==> src/rtl/dro_pkg.sv <==
// Shared definitions for the DRO clock/data transmitter and its receiver peer.
package dro_pkg;

  localparam int unsigned DRO_MAX_BITS = 32;
  localparam int unsigned DRO_DEF_HZ   = 48_000_000;

  // Command codes on the shared command bus
  localparam logic [7:0] DRO_CMD_CONFIG_TX = 8'h30;
  localparam logic [7:0] DRO_CMD_SEND      = 8'h31;

  typedef enum logic {
    C_IDLE,
    C_ARG2
  } cmd_state_t;

  typedef enum logic [1:0] {
    TX_IDLE = 2'd0,
    TX_LO   = 2'd1,
    TX_HI   = 2'd2,
    TX_GAP  = 2'd3
  } tx_state_t;

  // Timer width able to hold one second's worth of clock cycles
  function automatic int unsigned dro_timer_bits(input int unsigned hz);
    return $clog2(hz + 1);
  endfunction

  function automatic logic [5:0] dro_clamp_nbits(input logic [5:0] n);
    return (n > 6'(DRO_MAX_BITS)) ? 6'(DRO_MAX_BITS) : n;
  endfunction

endpackage

==> src/rtl/dro_tx_shifter.sv <==
// Serial frame engine: shift register, bit counter, half/gap countdown, TX FSM.
module dro_tx_shifter
  import dro_pkg::*;
#(
  parameter int unsigned TIMER_BITS = 26
) (
  input  logic                  clk,
  input  logic                  rst_n,
  input  logic                  i_start,
  input  logic [31:0]           i_value,
  input  logic [5:0]            i_nbits,
  input  logic [TIMER_BITS-1:0] i_half,
  input  logic [TIMER_BITS-1:0] i_gap,
  output logic                  o_idle,
  output logic                  o_dro_clk,
  output logic                  o_dro_do,
  output logic [5:0]            o_bitcnt,
  output logic [1:0]            o_state
);

  tx_state_t             r_state, w_next;
  logic [31:0]           r_sr;
  logic [5:0]            r_bitcnt;
  logic [TIMER_BITS-1:0] r_cnt, r_half, r_gap;
  logic                  r_dro_clk, r_dro_do;
  logic                  w_expire;
  logic [31:0]           w_aligned;

  assign w_expire  = (r_cnt == TIMER_BITS'(1));
  // Left-align so bit nbits-1 of the value lands on bit 31
  assign w_aligned = i_value << (6'd32 - i_nbits);

  // State register
  always_ff @(posedge clk or negedge rst_n) begin
    if (!rst_n) r_state <= TX_IDLE;
    else        r_state <= w_next;
  end

  // Next-state logic
  always_comb begin
    w_next = r_state;
    case (r_state)
      TX_IDLE: if (i_start)  w_next = TX_LO;
      TX_LO:   if (w_expire) w_next = TX_HI;
      TX_HI:   if (w_expire) w_next = (r_bitcnt != 6'd0) ? TX_LO : TX_GAP;
      TX_GAP:  if (w_expire) w_next = TX_IDLE;
      default: w_next = TX_IDLE;
    endcase
  end

  // Datapath: timing snapshot, shift register, bit counter and pin registers
  always_ff @(posedge clk or negedge rst_n) begin
    if (!rst_n) begin
      r_sr      <= '0;
      r_bitcnt  <= '0;
      r_cnt     <= '0;
      r_half    <= '0;
      r_gap     <= '0;
      r_dro_clk <= 1'b1;
      r_dro_do  <= 1'b0;
    end else begin
      case (r_state)
        TX_IDLE: if (i_start) begin
          // Timing is snapshotted here so a CONFIG mid-frame cannot disturb it
          r_sr      <= w_aligned;
          r_bitcnt  <= i_nbits;
          r_cnt     <= i_half;
          r_half    <= i_half;
          r_gap     <= i_gap;
          r_dro_clk <= 1'b0;
          r_dro_do  <= w_aligned[31];
        end
        TX_LO: if (w_expire) begin
          r_dro_clk <= 1'b1;
          r_bitcnt  <= r_bitcnt - 6'd1;
          r_cnt     <= r_half;
        end else begin
          r_cnt <= r_cnt - TIMER_BITS'(1);
        end
        TX_HI: if (w_expire) begin
          if (r_bitcnt != 6'd0) begin
            r_dro_clk <= 1'b0;
            r_sr      <= r_sr << 1;
            r_dro_do  <= r_sr[30];
            r_cnt     <= r_half;
          end else begin
            r_cnt <= r_gap;
          end
        end else begin
          r_cnt <= r_cnt - TIMER_BITS'(1);
        end
        TX_GAP: if (w_expire) begin
          r_dro_do <= 1'b0;
        end else begin
          r_cnt <= r_cnt - TIMER_BITS'(1);
        end
        default: ;
      endcase
    end
  end

  // Outputs
  always_comb begin
    o_idle    = (r_state == TX_IDLE);
    o_dro_clk = r_dro_clk;
    o_dro_do  = r_dro_do;
    o_bitcnt  = r_bitcnt;
    o_state   = r_state;
  end

endmodule

==> src/rtl/dro_tx.sv <==
// DRO transmitter: command decoder, timing configuration and one-deep pending slot.
module dro_tx
  import dro_pkg::*;
#(
  parameter int unsigned         HZ                = DRO_DEF_HZ,
  parameter int unsigned         CMD_BITS          = 8,
  parameter logic [CMD_BITS-1:0] CMD_CONFIG_DRO_TX = CMD_BITS'(DRO_CMD_CONFIG_TX),
  parameter logic [CMD_BITS-1:0] CMD_DRO_SEND      = CMD_BITS'(DRO_CMD_SEND),
  parameter int unsigned         DEF_HALF          = HZ / 100000,
  parameter int unsigned         DEF_GAP           = HZ / 1000
) (
  input  logic                clk,
  input  logic                rst_n,
  input  logic [31:0]         arg_data,
  output logic                arg_advance,
  input  logic [CMD_BITS-1:0] cmd,
  input  logic                cmd_ready,
  output logic                cmd_done,
  output logic                dro_clk,
  output logic                dro_do,
  output logic                busy,
  output logic [15:0]         debug
);

  localparam int unsigned TIMER_BITS = dro_timer_bits(HZ);

  cmd_state_t            r_cmd_state, w_cmd_next;
  logic [TIMER_BITS-1:0] r_half, r_gap, w_timer_arg;
  logic [31:0]           r_arg0, r_pend_data;
  logic [5:0]            r_pend_nbits, w_nbits, w_bitcnt;
  logic                  r_pend_valid, r_is_cfg;
  logic                  w_is_cfg, w_is_send, w_tx_idle, w_drain, w_slot_free;
  logic [1:0]            w_tx_state;

  assign w_is_cfg    = (cmd == CMD_CONFIG_DRO_TX);
  assign w_is_send   = (cmd == CMD_DRO_SEND);
  assign w_drain     = r_pend_valid & w_tx_idle;
  // A full slot still counts as free when the transmitter takes it this cycle
  assign w_slot_free = ~r_pend_valid | w_tx_idle;
  assign w_nbits     = dro_clamp_nbits(arg_data[5:0]);

  // Timing argument: saturate to the register range, zero becomes one
  always_comb begin
    w_timer_arg = (|arg_data[31:TIMER_BITS]) ? '1 : arg_data[TIMER_BITS-1:0];
    if (w_timer_arg == '0) w_timer_arg = TIMER_BITS'(1);
  end

  // Command state register
  always_ff @(posedge clk or negedge rst_n) begin
    if (!rst_n) r_cmd_state <= C_IDLE;
    else        r_cmd_state <= w_cmd_next;
  end

  // Command next-state logic
  always_comb begin
    w_cmd_next = r_cmd_state;
    case (r_cmd_state)
      C_IDLE:  if (cmd_ready && (w_is_cfg || (w_is_send && w_slot_free))) w_cmd_next = C_ARG2;
      C_ARG2:  w_cmd_next = C_IDLE;
      default: w_cmd_next = C_IDLE;
    endcase
  end

  // Command handshake outputs
  always_comb begin
    arg_advance = 1'b0;
    cmd_done    = 1'b0;
    case (r_cmd_state)
      C_IDLE: if (cmd_ready) begin
        if (w_is_cfg || w_is_send) arg_advance = w_is_cfg | w_slot_free;
        else                       cmd_done    = 1'b1;
      end
      C_ARG2: begin
        arg_advance = 1'b1;
        cmd_done    = 1'b1;
      end
      default: ;
    endcase
  end

  // Configuration registers and pending slot
  always_ff @(posedge clk or negedge rst_n) begin
    if (!rst_n) begin
      r_half       <= TIMER_BITS'(DEF_HALF);
      r_gap        <= TIMER_BITS'(DEF_GAP);
      r_arg0       <= '0;
      r_is_cfg     <= 1'b0;
      r_pend_valid <= 1'b0;
      r_pend_data  <= '0;
      r_pend_nbits <= '0;
    end else begin
      if (r_cmd_state == C_IDLE && arg_advance) begin
        r_is_cfg <= w_is_cfg;
        r_arg0   <= arg_data;
        if (w_is_cfg) r_half <= w_timer_arg;
      end
      if (w_drain) r_pend_valid <= 1'b0;
      if (r_cmd_state == C_ARG2) begin
        if (r_is_cfg) begin
          r_gap <= w_timer_arg;
        end else if (w_nbits != 6'd0) begin
          r_pend_valid <= 1'b1;
          r_pend_data  <= r_arg0;
          r_pend_nbits <= w_nbits;
        end
      end
    end
  end

  dro_tx_shifter #(
    .TIMER_BITS(TIMER_BITS)
  ) u_shifter (
    .clk      (clk),
    .rst_n    (rst_n),
    .i_start  (w_drain),
    .i_value  (r_pend_data),
    .i_nbits  (r_pend_nbits),
    .i_half   (r_half),
    .i_gap    (r_gap),
    .o_idle   (w_tx_idle),
    .o_dro_clk(dro_clk),
    .o_dro_do (dro_do),
    .o_bitcnt (w_bitcnt),
    .o_state  (w_tx_state)
  );

  assign busy  = ~w_tx_idle | r_pend_valid;
  assign debug = {7'b0, r_pend_valid, w_bitcnt, w_tx_state};

endmodule

==> config.mk <==
export PLATFORM = sky130hd
export DESIGN_NAME = dro_tx
export DESIGN_NICKNAME = d
export VERILOG_FILES = /design/src/rtl/dro_pkg.sv /design/src/rtl/dro_tx_shifter.sv /design/src/rtl/dro_tx.sv
export SDC_FILE = /design/constraint.sdc
export NUM_CORES = 1
export LEC_CHECK = 0
export CORE_UTILIZATION = 55
export DETAILED_ROUTE_END_ITERATION = 8
export MAX_ROUTING_LAYER = met4
export PLACE_DENSITY_LB_ADDON = 0.1
export SLEW_MARGIN = 20
export SYNTH_ARGS = -nofsm -noshare
export SYNTH_HDL_FRONTEND = slang
export SYNTH_SLANG_ARGS = --single-unit
==> constraint.sdc <==
create_clock -name clk -period 4.5 [get_ports clk]
set_input_delay 0.45 -clock clk [delete_from_list [all_inputs] [get_ports clk]]
set_output_delay 0.45 -clock clk [all_outputs]
set_load 0.01 [all_outputs]
Word level (Yosys, flattened, before mapping) --
Index checks and enable logic that the tools add are counted.
Word-level totals: bits in registers 244, input port bits 43, output and inout bits 21, word-level logic and storage cells 109
Cells by class: add/subtract/negate cells 3, magnitude comparators 1, eq/ne operators 12, shift-type cells 1, muxes and demuxes 44, bitwise operators 8, reductions and logical operators 24
Operators with widths (number):
- $mux 26 | 7
- $pmux 26 s4 | 1
- $mux 31 | 3
- $pmux 31 s2 | 1
- $shl 32x6->32 | 1
- $eq 26x1->1 const B | 1
- $logic_not 26->1 | 1
- $sub 26x1->26 const B | 1
- $mux 6 | 3
- $mux 1 | 17
- $eq 8x6->1 const B | 2
- $pmux 6 s2 | 1
- $reduce_bool 6->1 | 2
- $mux 2 | 5
- $ne 2x1->1 const B | 5
- $reduce_and 5->1 | 2
- $pmux 2 s4 | 1
- $reduce_and 2->1 | 4
- $reduce_and 4->1 | 2
- $gt 6x6->1 const B | 1
- $pmux 1 s2 | 3
- $pmux 1 s3 | 2
- $reduce_and 3->1 | 2
- $reduce_bool 3->1 | 2
- 13 further kinds | 23

Depth between registers and ports, before layout --
Gate-level depths: netlist (run 1).
depth after elaboration 8, depth in mapped cells 14

By module --
From an unflattened synthesis (run 1), not the netlist that was laid out.
Unflattened totals: cell total of the unflattened synthesis 1252, area, all modules 13205.2 um^2
Modules (own cells, without submodules):
- dro_tx_shifter | instances 1, cells an instance 859, area an instance 8105.3 um^2, sequential area each 2979.1 um^2
- dro_tx | instances 1, cells an instance 393, area an instance 5099.9 um^2, sequential area each 3141.8 um^2

Worst setup path after synthesis (run 1) --
OpenSTA, ideal clock, no wires.
path kind reg-to-reg, start register r_pend_nbits[0], end register u_shifter.r_sr[27], library setup time 0.126 ns, data arrival time 2.964 ns, required time 4.374 ns, slack 1.409 ns, stages on the path, launching flop included 11, cells stage by stage dfrtp_1 > buf_6 > buf_4 > buf_4 > inv_1 > ha_1 > xnor2_2 > mux4_2 > mux2_2 > mux2_2 > a221o_1
On the way: cells in the longest elaborated chain, start to end 4
Ends and longest elaborated chain:
- start, declared | line dro_tx.sv:30 | logic [5:0] r_pend_nbits, w_nbits, w_bitcnt;
- start signal, assigned | line dro_tx.sv:104 | r_pend_nbits <= w_nbits;
- $sub 6x6->6 | line dro_tx_shifter.sv:31 | assign w_aligned = i_value << (6'd32 - i_nbits);
- $shl 32x6->32 | line dro_tx_shifter.sv:31
- $mux 31 | line dro_tx_shifter.sv:63 | TX_IDLE: if (i_start) begin
- $pmux 31 s2 | line dro_tx_shifter.sv:62 | case (r_state)
- end signal, assigned | line dro_tx_shifter.sv:65 | r_sr <= w_aligned;
- end signal, assigned | line dro_tx_shifter.sv:83 | r_sr <= r_sr << 1;
- end, declared | line dro_tx_shifter.sv:22 | logic [31:0] r_sr;
Every way passes these cells. The select of a mux whose other input is x is not followed. A chain may end at the register's enable or synchronous reset.

Final worst setup path (run 1) --
start register u_shifter.r_state[0] (netlist: u_shifter.o_state[0]), end output busy
On the way: cells in the longest elaborated chain, start to end 3
Ends and longest elaborated chain:
- start, declared | line dro_tx_shifter.sv:21 | tx_state_t r_state, w_next;
- start signal, assigned | line dro_tx_shifter.sv:36 | else r_state <= w_next;
- $logic_not 2->1 | line dro_tx_shifter.sv:104 | o_idle = (r_state == TX_IDLE);
- $not 1->1 | line dro_tx.sv:127 | assign busy = ~w_tx_idle | r_pend_valid;
- $or 1x1->1 | line dro_tx.sv:127
- end, declared | line dro_tx.sv:21 | output logic busy,
Every way passes these cells.

==> results of run 1 <==
==> worst register-to-register path, delay by kind of cell (launching register included) <==
kind | cells | cell delay (ns)
compound gates | 3 | 0.49
flops | 1 | 0.44
simple gates | 3 | 1.72
buf+inv | 1 | 0.34
==> worst paths after layout <==
kind	slack, ns	end	from
max	1.15	busy	u_shifter.o_state[0]
min	-0.10	u_shifter.r_cnt[22]	rst_n
max reg2reg	1.40	u_shifter.r_cnt[25]	u_shifter.r_cnt[20]
min reg2reg	0.46	u_shifter.r_gap[6]	r_gap[6]
max in group asynchronous	3.42	r_pend_data[5]	rst_n
min in group clk	0.46	u_shifter.r_gap[6]	r_gap[6]
==> state kept, by name, summed over array words and instances (netlist names), 2 cells and up <==
register	flops
r_pend_nbits	6
u_shifter.r_gap	26
u_shifter.o_state	2
u_shifter.r_half	26
u_shifter.r_cnt	26
r_pend_data	32
r_half	26
u_shifter.r_sr	31
u_shifter.o_bitcnt	6
r_gap	26
r_arg0	32
==> metrics by stage <==
stage / power [W] / hold slack, ns / instance area, um^2 / util / std cells
2_1_floorplan: 0.00331 / 0.154 / 13100 / - / 1397
3_3_place_gp: 0.00363 / 0.447 / 13900 / 0.592 / 1693
3_5_place_dp: 0.00365 / 0.449 / 13900 / 0.593 / 1693
4_1_cts: 0.00585 / 0.000254 / 14800 / 0.631 / 1743
5_1_grt: 0.00608 / 0.0323 / 14800 / 0.631 / 1743
6_report: 0.00585 / -0.105 / 14800 / 0.631 / 1743
==> logic make-up (layout without fill, tap and decap cells) <==
group | Yosys count | count (layout) | share of synthesized area
AND/OR/NAND/NOR | 547 | 547 | 0.188
AO/OA/AOI/OAI | 308 | 308 | 0.147
flip-flops | 244 | 244 | 0.467
multiplexers | 147 | 147 | 0.142
buffers and inverters | 126 | 153 | 0.0415
XOR/XNOR | 14 | 14 | 0.00992
adder cells (fa/ha/maj) | 4 | 4 | 0.00382
other | 1 | 7 | 0.000286
==> cells in the mapped netlist (all sizes together), types with 10 or more instances <==
| cell | count |
|---|---|
| nand2 | 258 |
| nand3 | 26 |
| nor2 | 150 |
| nand4 | 10 |
| o22ai | 16 |
| inv | 20 |
| mux2 | 90 |
| and2 | 11 |
| nor4 | 28 |
| dfstp | 12 |
| o21ai | 96 |
| buf | 35 |
| a221oi | 18 |
| dfrtp | 232 |
| nor3 | 20 |
| mux2i | 35 |
| a21oi | 85 |
| o211ai | 14 |
| a31oi | 10 |
| clkbuf | 69 |
| mux4 | 22 |
==> where the power goes <==
part           leakage [nW]  switching, W  internal, W
registers              3.20      0.000195      0.00234
logic                  2.96      0.000687     0.000419
clock network         0.446      0.000936      0.00127
==> layer usage <==
layer / share of wire / wire length, um / up-vias
li1: - / - / 5000
met1: 0.48 / 18100 / 5376
met2: 0.42 / 15800 / 459
met3: 0.081 / 3070 / 60
met4: 0.022 / 828 / 0
met5: 0 / 0 / -
==> final cells by class <==
cell class | count | area [um^2]
Clock inverter | 11 | 95.1
Timing Repair Buffer | 81 | 766
Multi-Input combinational cell | 1027 | 6500
Tap cell | 319 | 399
Fill cell | 2026 | 8630
Clock buffer | 39 | 812
Sequential cell | 244 | 6120
Inverter | 22 | 82.6
==> flow_metrics.env, run 1 <==
export IMPL_critPathLaunchType="flop"
export IMPL_ys_ff_latch=244
export IMPL_grt_usage=0.328
export IMPL_top_usage_layer="met1"
export IMPL_failed_checks="negative hold slack"
export IMPL_pin_count=64
export IMPL_ant_nets=0
export IMPL_arrival_ns=2.90
export IMPL_viasPerCell=6.25
export IMPL_grt_pass1_vias=10206
export IMPL_synth_top_area_frac=0.443
export IMPL_dieArea_um2=24500
export IMPL_async_flop_share=1.00
export IMPL_cp_buffers_inverters=2
export IMPL_leakage_nw=6.61
export IMPL_hpwl_um=26100
export IMPL_drc_errors=0
export IMPL_path_clk_slew_ns=0.06
export IMPL_crit_cells=4
export IMPL_synth_top_area_cell="dfrtp_1"
export IMPL_yosys_top_cells_area="dfrtp_1, mux2_2, nand2_1"
export IMPL_n_antenna_cell=0
export IMPL_antenna_found_initial=0
export IMPL_grt_overflow=0
export IMPL_die_w_um=156
export IMPL_cap_viol_max_count=0
export IMPL_worst_slew_pin_slew_ns=1.13
export IMPL_grt_max_degree=111
export IMPL_layout_commonest_cell="nand2_1"
export IMPL_cts_root_buf="clkbuf_16"
export IMPL_period_share=0.745
export IMPL_fin_crit_ns=3.35
export IMPL_syn_inst=1391
export IMPL_core_area_um2=23400
export IMPL_synth_edff_count=0
export IMPL_setup_ws_ns=1.15
export IMPL_worst_clock_skew_ns=0.0266
export IMPL_reg2reg_depth=7
export IMPL_synthesis_area_um2=13100
export IMPL_crit_chain="or2_2 -> nor2_1 -> inv_1 -> clkdlybuf4s50_1"
export IMPL_path_max_fanout=22
export IMPL_clockBufferDepth=3
export IMPL_max_freq_mhz=298
export IMPL_place_congestion=0.932
export IMPL_critical_path_class="reg -> out"
export IMPL_min_path_type="in -> async"
export IMPL_synth_flop_cell="dfrtp_1"
export IMPL_cts_tree="built"
export IMPL_final_hold_violation_count=38
export IMPL_critPathRequiredTime_ns=4.05
export IMPL_syn_to_final_growth_pct=12.7
export IMPL_drv_slew=0
export IMPL_cts_max_level=1
export IMPL_synth_distinct_cells=77
export IMPL_status="finished with violations"
export IMPL_finish_net_count=1451
export IMPL_place_ws_ns=1.50
export IMPL_routed_wirelength_um=37700
export IMPL_grt_use_met3=0.0565
export IMPL_synth_avg_cell_area_um2=9.43
export IMPL_cts_sinks=244
export IMPL_critPathMaxStageDelay_ns=0.68
export IMPL_die_h_um=156
export IMPL_ir_worst_vdd_uv=390
export IMPL_initial_core_util=0.560
export IMPL_relSlewSlack=0.241
export IMPL_port_buffers=56
export IMPL_endpoint_kind="output port"
export IMPL_clkLatencyLatePin_ns=0.57
export IMPL_finalSetupViolCount=0
export IMPL_postCtsHoldBufs=0
export IMPL_tns_ns=0
export IMPL_grt_pass1_wl_um=59700
export IMPL_whs_ns=-0.105
export IMPL_cp_top_family="simple AND/OR/NAND/NOR gates"
export IMPL_drtIter0Drc=1039
export IMPL_dr_pass1_iters=5
export IMPL_cts_buffers_inserted=28
export IMPL_num_rows=56
export IMPL_met1_usage=0.508
export IMPL_ys_warn_count=0
export IMPL_met2_usage=0.445
export IMPL_final_cell_mix="nand2_1, dfrtp_1, nor2_1, o21ai_0, mux2_2"
export IMPL_powerDensity_nw_per_um2=396
export IMPL_yosysSeqAreaShare=0.467
export IMPL_rsz0062_at_grt="no"
export IMPL_crit_slowest_cell="dfrtp_1"
export IMPL_ctsResizeCount=0
export IMPL_post_cts_buffers=0
export IMPL_num_vias=10895
export IMPL_layout_drive_gt1_share=0.157
export IMPL_wl_per_cell_um=21.7
Power figures use the tool's default switching activity.
==> inputs of run 2 (changes only) <==
==> constraint.sdc (replaced) <==
create_clock -name clk -period 2.7 [get_ports clk]
set_input_delay 0.27 -clock clk [delete_from_list [all_inputs] [get_ports clk]]
set_output_delay 0.27 -clock clk [all_outputs]
set_load 0.01 [all_outputs]
==> run 2 against run 1 <==
  * The run now ends clean
  * Clock power is 75% higher
  * Setup slack got worse by 1.0 ns
  * Critical path depth up 4
  * First-iteration DRC count grew 16%
  * Cell count increased by 3.5%
  * Utilization grew 3.0 points
  * Sequential power increased by 65%
  * Sequential share of layout area down 1.9 points
  * Combinational power grew 98%
  * Flip-flop and latch count stayed put
  * Critical path type is now reg -> reg
  * Largest cell class unchanged
==> flow_metrics.env, run 2 (same netlist as run 1, synthesis figures left out) <==
export IMPL_status="complete, no violations"
export IMPL_clockBufferDepth=3
export IMPL_ir_worst_vdd_uv=496
export IMPL_arrival_ns=3.02
export IMPL_leakage_nw=6.97
export IMPL_powerDensity_nw_per_um2=662
export IMPL_post_cts_buffers=0
export IMPL_final_hold_violation_count=0
export IMPL_finish_net_count=1510
export IMPL_min_path_type="in -> async"
export IMPL_rsz0062_at_grt="yes"
export IMPL_grt_pass1_wl_um=61700
export IMPL_period_share=0.964
export IMPL_n_antenna_cell=0
export IMPL_relSlewSlack=0.423
export IMPL_max_freq_mhz=384
export IMPL_layout_drive_gt1_share=0.195
export IMPL_dr_pass1_iters=7
export IMPL_endpoint_kind="flop"
export IMPL_r2r_slack_ns=0.1
export IMPL_place_ws_ns=0.157
export IMPL_ant_nets=0
export IMPL_dieArea_um2=24500
export IMPL_path_max_fanout=14
export IMPL_clkLatencyLatePin_ns=0.57
export IMPL_die_w_um=156
export IMPL_p_total_w=0.0103
export IMPL_multi_input_area_um2=6550
export IMPL_fill_cells=1979
export IMPL_fin_crit_ns=2.60
export IMPL_finalSetupViolCount=0
export IMPL_num_vias=11124
export IMPL_largestRegisters="r_arg0 x32, r_pend_data x32, u_shifter.r_sr x31"
export IMPL_drc_errors=0
export IMPL_grt_usage=0.341
export IMPL_cts_tree="built"
export IMPL_cts_sinks=244
export IMPL_layout_commonest_cell="nand2_1"
export IMPL_worst_clock_skew_ns=0.0426
export IMPL_die_h_um=156
export IMPL_viasPerCell=6.17
export IMPL_num_rows=56
export IMPL_place_congestion=0.957
export IMPL_path_clk_slew_ns=0.06
export IMPL_timing_rr_start="r_pend_nbits[1]"
export IMPL_critical_path_class="reg -> reg"
export IMPL_setup_ws_ns=0.0959
export IMPL_regArea_um2=6120
export IMPL_wl_per_cell_um=21.7
export IMPL_timing_rr_end="u_shifter.o_dro_do"
export IMPL_initial_core_util=0.560
export IMPL_cts_max_level=1
export IMPL_critPathRequiredTime_ns=3.11
export IMPL_final_cell_mix="nand2_1, dfrtp_1, nor2_1, o21ai_0, mux2_2"
export IMPL_syn_to_final_growth_pct=18.0
export IMPL_reg2reg_depth=8
export IMPL_whs_ns=0.259
export IMPL_grt_max_degree=70
export IMPL_worst_slew_pin_slew_ns=0.865
export IMPL_cts_root_buf="clkbuf_16"
export IMPL_drtIter0Drc=1210
export IMPL_grt_overflow=0
export IMPL_drv_slew=0
export IMPL_core_area_um2=23400
export IMPL_critPathLaunchType="flop"
export IMPL_cap_viol_max_count=0
export IMPL_routed_wirelength_um=39100
export IMPL_pin_count=64
export IMPL_antenna_found_initial=0
export IMPL_hpwl_um=28300
export IMPL_cts_buffers_inserted=28
export IMPL_port_buffers=56
export IMPL_grt_pass1_vias=10340
-- run 2: cell types whose count changed in the layout (fill, tap and decap cells not counted), moves of 2 or more --
| cell | previous run | this run |
|---|---|---|
| bufinv_16 | 0 | 3 |
| buf_4 | 24 | 69 |
| nor4_1 | 23 | 21 |
| buf_12 | 1 | 14 |
| clkinv_2 | 6 | 11 |
| clkbuf_8 | 7 | 3 |
-- run 2: layout make-up --
type,count,share of cell area
Multi-Input combinational cell,1027,0.423
Sequential cell,244,0.395
Timing Repair Buffer,140,0.0887
Clock buffer,35,0.0489
Tap cell,319,0.0258
Clock inverter,17,0.0126
Inverter,22,0.00558
-- run 2: worst max-delay path by stage --
stage                             from                 end
finish                 r_pend_nbits[1]  u_shifter.o_dro_do
global route           r_pend_nbits[1]  u_shifter.o_dro_do
CTS                 u_shifter.r_cnt[6]   u_shifter.r_sr[7]
detailed placement     r_pend_nbits[1]  u_shifter.o_dro_do
global placement    u_shifter.r_cnt[6]   u_shifter.r_sr[7]
floorplan              r_pend_nbits[0]  u_shifter.r_sr[27]
-- run 2: metal layers --
metal / part of all wire / track usage / vias up / wire length, um
li1: - / - / 5116 / -
met1: 0.49 / 0.541 / 5481 / 19000
met2: 0.42 / 0.458 / 471 / 16400
met3: 0.076 / 0.0460 / 56 / 2970
met4: 0.018 / 0.0705 / 0 / 714
met5: 0 / - / - / 0
-- run 2: metrics by stage --
stage | instances | area [um^2] | utilization | setup TNS [ns]
floorplan | 1397 | 13200 | - | -0.0764
global placement | 1751 | 14500 | 0.619 | 0
detailed placement | 1751 | 14500 | 0.619 | 0
CTS | 1804 | 15500 | 0.660 | 0
global route | 1804 | 15500 | 0.661 | -0.0109
finish | 1804 | 15500 | 0.661 | 0
-- run 2: where the power goes --
| part | switching [W] | internal, W | leakage [nW] |
|---|---|---|---|
| Combinational | 0.00130 | 0.000897 | 3.30 |
| Clock | 0.00156 | 0.00229 | 0.473 |
| Sequential | 0.000292 | 0.00391 | 3.20 |
-- run 2: critical path, stage by stage (launching register included) --
cell and delay (ns):
dfrtp_1 0.43, inv_1 0.11, ha_4 0.41, clkinv_2 0.18, mux4_2 0.53, mux2_2 0.32
mux2i_1 0.16, nor3_1 0.07, a311o_1 0.28
-- run 2: repair_timing --
| item | CTS | global route |
|---|---|---|
| hold buffers | 1 | 0 |
| hold endpoints to repair | 64 | 0 |
| endpoints found under the setup margin | 0 | 20 |
| gates resized for setup | 0 | 5 |
==> RTL edit: new RTL, settings of run 2 <==
Make the reset (`rst_n`) synchronous in 4 clocked blocks.
--- a/src/rtl/dro_tx_shifter.sv
+++ b/src/rtl/dro_tx_shifter.sv
@@ -31,7 +31,7 @@
   assign w_aligned = i_value << (6'd32 - i_nbits);
 
   // State register
-  always_ff @(posedge clk or negedge rst_n) begin
+  always_ff @(posedge clk) begin
     if (!rst_n) r_state <= TX_IDLE;
     else        r_state <= w_next;
   end
@@ -49,7 +49,7 @@
   end
 
   // Datapath: timing snapshot, shift register, bit counter and pin registers
-  always_ff @(posedge clk or negedge rst_n) begin
+  always_ff @(posedge clk) begin
     if (!rst_n) begin
       r_sr      <= '0;
       r_bitcnt  <= '0;
--- a/src/rtl/dro_tx.sv
+++ b/src/rtl/dro_tx.sv
@@ -46,7 +46,7 @@
   end
 
   // Command state register
-  always_ff @(posedge clk or negedge rst_n) begin
+  always_ff @(posedge clk) begin
     if (!rst_n) r_cmd_state <= C_IDLE;
     else        r_cmd_state <= w_cmd_next;
   end
@@ -79,7 +79,7 @@
   end
 
   // Configuration registers and pending slot
-  always_ff @(posedge clk or negedge rst_n) begin
+  always_ff @(posedge clk) begin
     if (!rst_n) begin
       r_half       <= TIMER_BITS'(DEF_HALF);
       r_gap        <= TIMER_BITS'(DEF_GAP);
Check against the original RTL: differs if rst_n is asserted again (counterexample within 4 cycles, from zero or initial values and one cycle with rst_n low); with rst_n held inactive, the same outputs for 4 cycles.
==> RTL edit against run 2 <==
- sequential cell count unchanged
- non-clock buffer count increased by 21
- wire length up 5.5%
- synthesized cell count rose by 15%
- sequential share of layout area fell by 6.7 points
- worst setup slack got worse by 0.026 ns
- area after synthesis is 4.0% lower
- die area down 3.9%
- count of clock-buffer cells in the layout unchanged
- cell area is 4.0% lower
Power is not compared: it rests on default switching activity, and its combinational part moved more than twofold at a synthesized area within 25%.
==> RTL edit: results (changes against run 2) <==
* Status: complete, no violations
* Post-Synth XOR/XNOR Area at 0.7651% (-0.23 points)
* Largest net degree at the start of global routing at 81 (+16%)
* Sequential fraction of the synthesis area at 38.79% (-7.9 points)
* Routed wire length at 41230 um (+5.5%)
* Ys async rst share at 0% (-100 points)
* Critical path arrival at 3.06 ns (+0.04 ns)
* RePlAce Congestion at 0.9817 (+2.6%)
* Top fanout value on the critical path at 46 (+32)
* DRT Pass-1 Iters at 6 (-1)
* GRT Util Overall at 35.65% (+1.6 points)
* Worst Hold Class: primary input to flop
* Later-pin clock latency in the skew report at 0.53 ns (-0.04 ns)
* GR Layer Usage met1 at 53.03% (-1.0 points)
* Met3 usage in global routing at 6.067% (+1.5 points)
* Synth cell types at 76 (-1.3%)
* Final Skew at 0.01157 ns (-0.03105 ns)
* Fraction of synthesized area in multiplexers at 9.102% (-5.1 points)
* Mean post-synth cell area at 7.875 um^2 (-16%)
* DR WL met2 at 17270 um (+5.0%)
* Layout cells sized above 1 at 14.16% (-5.3 points)
* Adder-cell share of the synthesized area at 0.3975% (+0.016 points)
* First-pass GRT wire length at 63960 um (+3.6%)
* Placed Cells at 1906 (+8.9%)
* Number of global-route vias before repair at 11100 (+7.4%)
* Top post-synthesis cells by area: dfxtp_1, nand2_1, a21oi_1
* Routing usage on met2 at 49.77% (+4.0 points)
* TritonCTS buffer count at 27 (-3.6%)
* Max stage delay cell, worst path: or4_1
* Top delay family on crit path: simple AND/OR/NAND/NOR gates
* DRT met1 WL at 19330 um (+2.0%)
* Post-DP Area at 13870 um^2 (-4.3%)
* Max incr delay on CP at 0.58 ns (+0.05 ns)
* HPWL after detailed placement at 29150 um (+2.8%)
## RTL edit: stage by stage
| stage | worst slack, ns | utilization (%) |
|---|---|---|
| 3_5_place_dp | -0.05874 | 62.58 |
| 3_3_place_gp | 0.09680 | 62.58 |
| 6_report | 0.06994 | 67.03 |
| 4_1_cts | 0.08130 | 66.59 |
| 5_1_grt | 0.008184 | 67.03 |
| 2_1_floorplan | 0.03813 | - |
## RTL edit: final timing paths
path | startpoint | endpoint | slack [ns] | cells after the start
max | u_shifter.r_cnt[7]$_SDFFE_PN0P_ | u_shifter.r_sr[26]$_SDFFE_PN0P_ | 0.07 | 8
max reg2reg | u_shifter.r_cnt[7]$_SDFFE_PN0P_ | u_shifter.r_sr[26]$_SDFFE_PN0P_ | 0.07 | 8
min reg2reg | r_gap[16]$_SDFFE_PN0P_ | u_shifter.r_gap[16]$_SDFFE_PN0P_ | 0.45 | 2
min | rst_n | u_shifter.r_sr[21]$_SDFFE_PN0P_ | 0.23 | 2
## RTL edit: area by class of cell
| class | instances | area [um^2] |
|---|---|---|
| Multi-Input combinational cell | 1205 | 7189 |
| Sequential cell | 244 | 4886 |
| Timing Repair Buffer | 161 | 1474 |
| Clock buffer | 35 | 715.7 |
| Tap cell | 280 | 350.3 |
| Inverter | 20 | 80.08 |
| Fill cell | 1896 | 7307 |
| Clock inverter | 9 | 158.9 |
## RTL edit: report_power, final
part | switching (uW) | internal, uW | total [uW]
sequential | 4.77 | 3600 | 3610
clock | 1480 | 2240 | 3720
combinational | 148 | 95.8 | 244
## RTL edit: timing repair
action | CTS | global route
gates cloned | 0 | 1
pin swaps | 1 | 2
resized for setup | 0 | 13
endpoints found under the hold margin | 0 | 0
buffers inserted | 2 | 1
setup endpoints to repair | 1 | 26
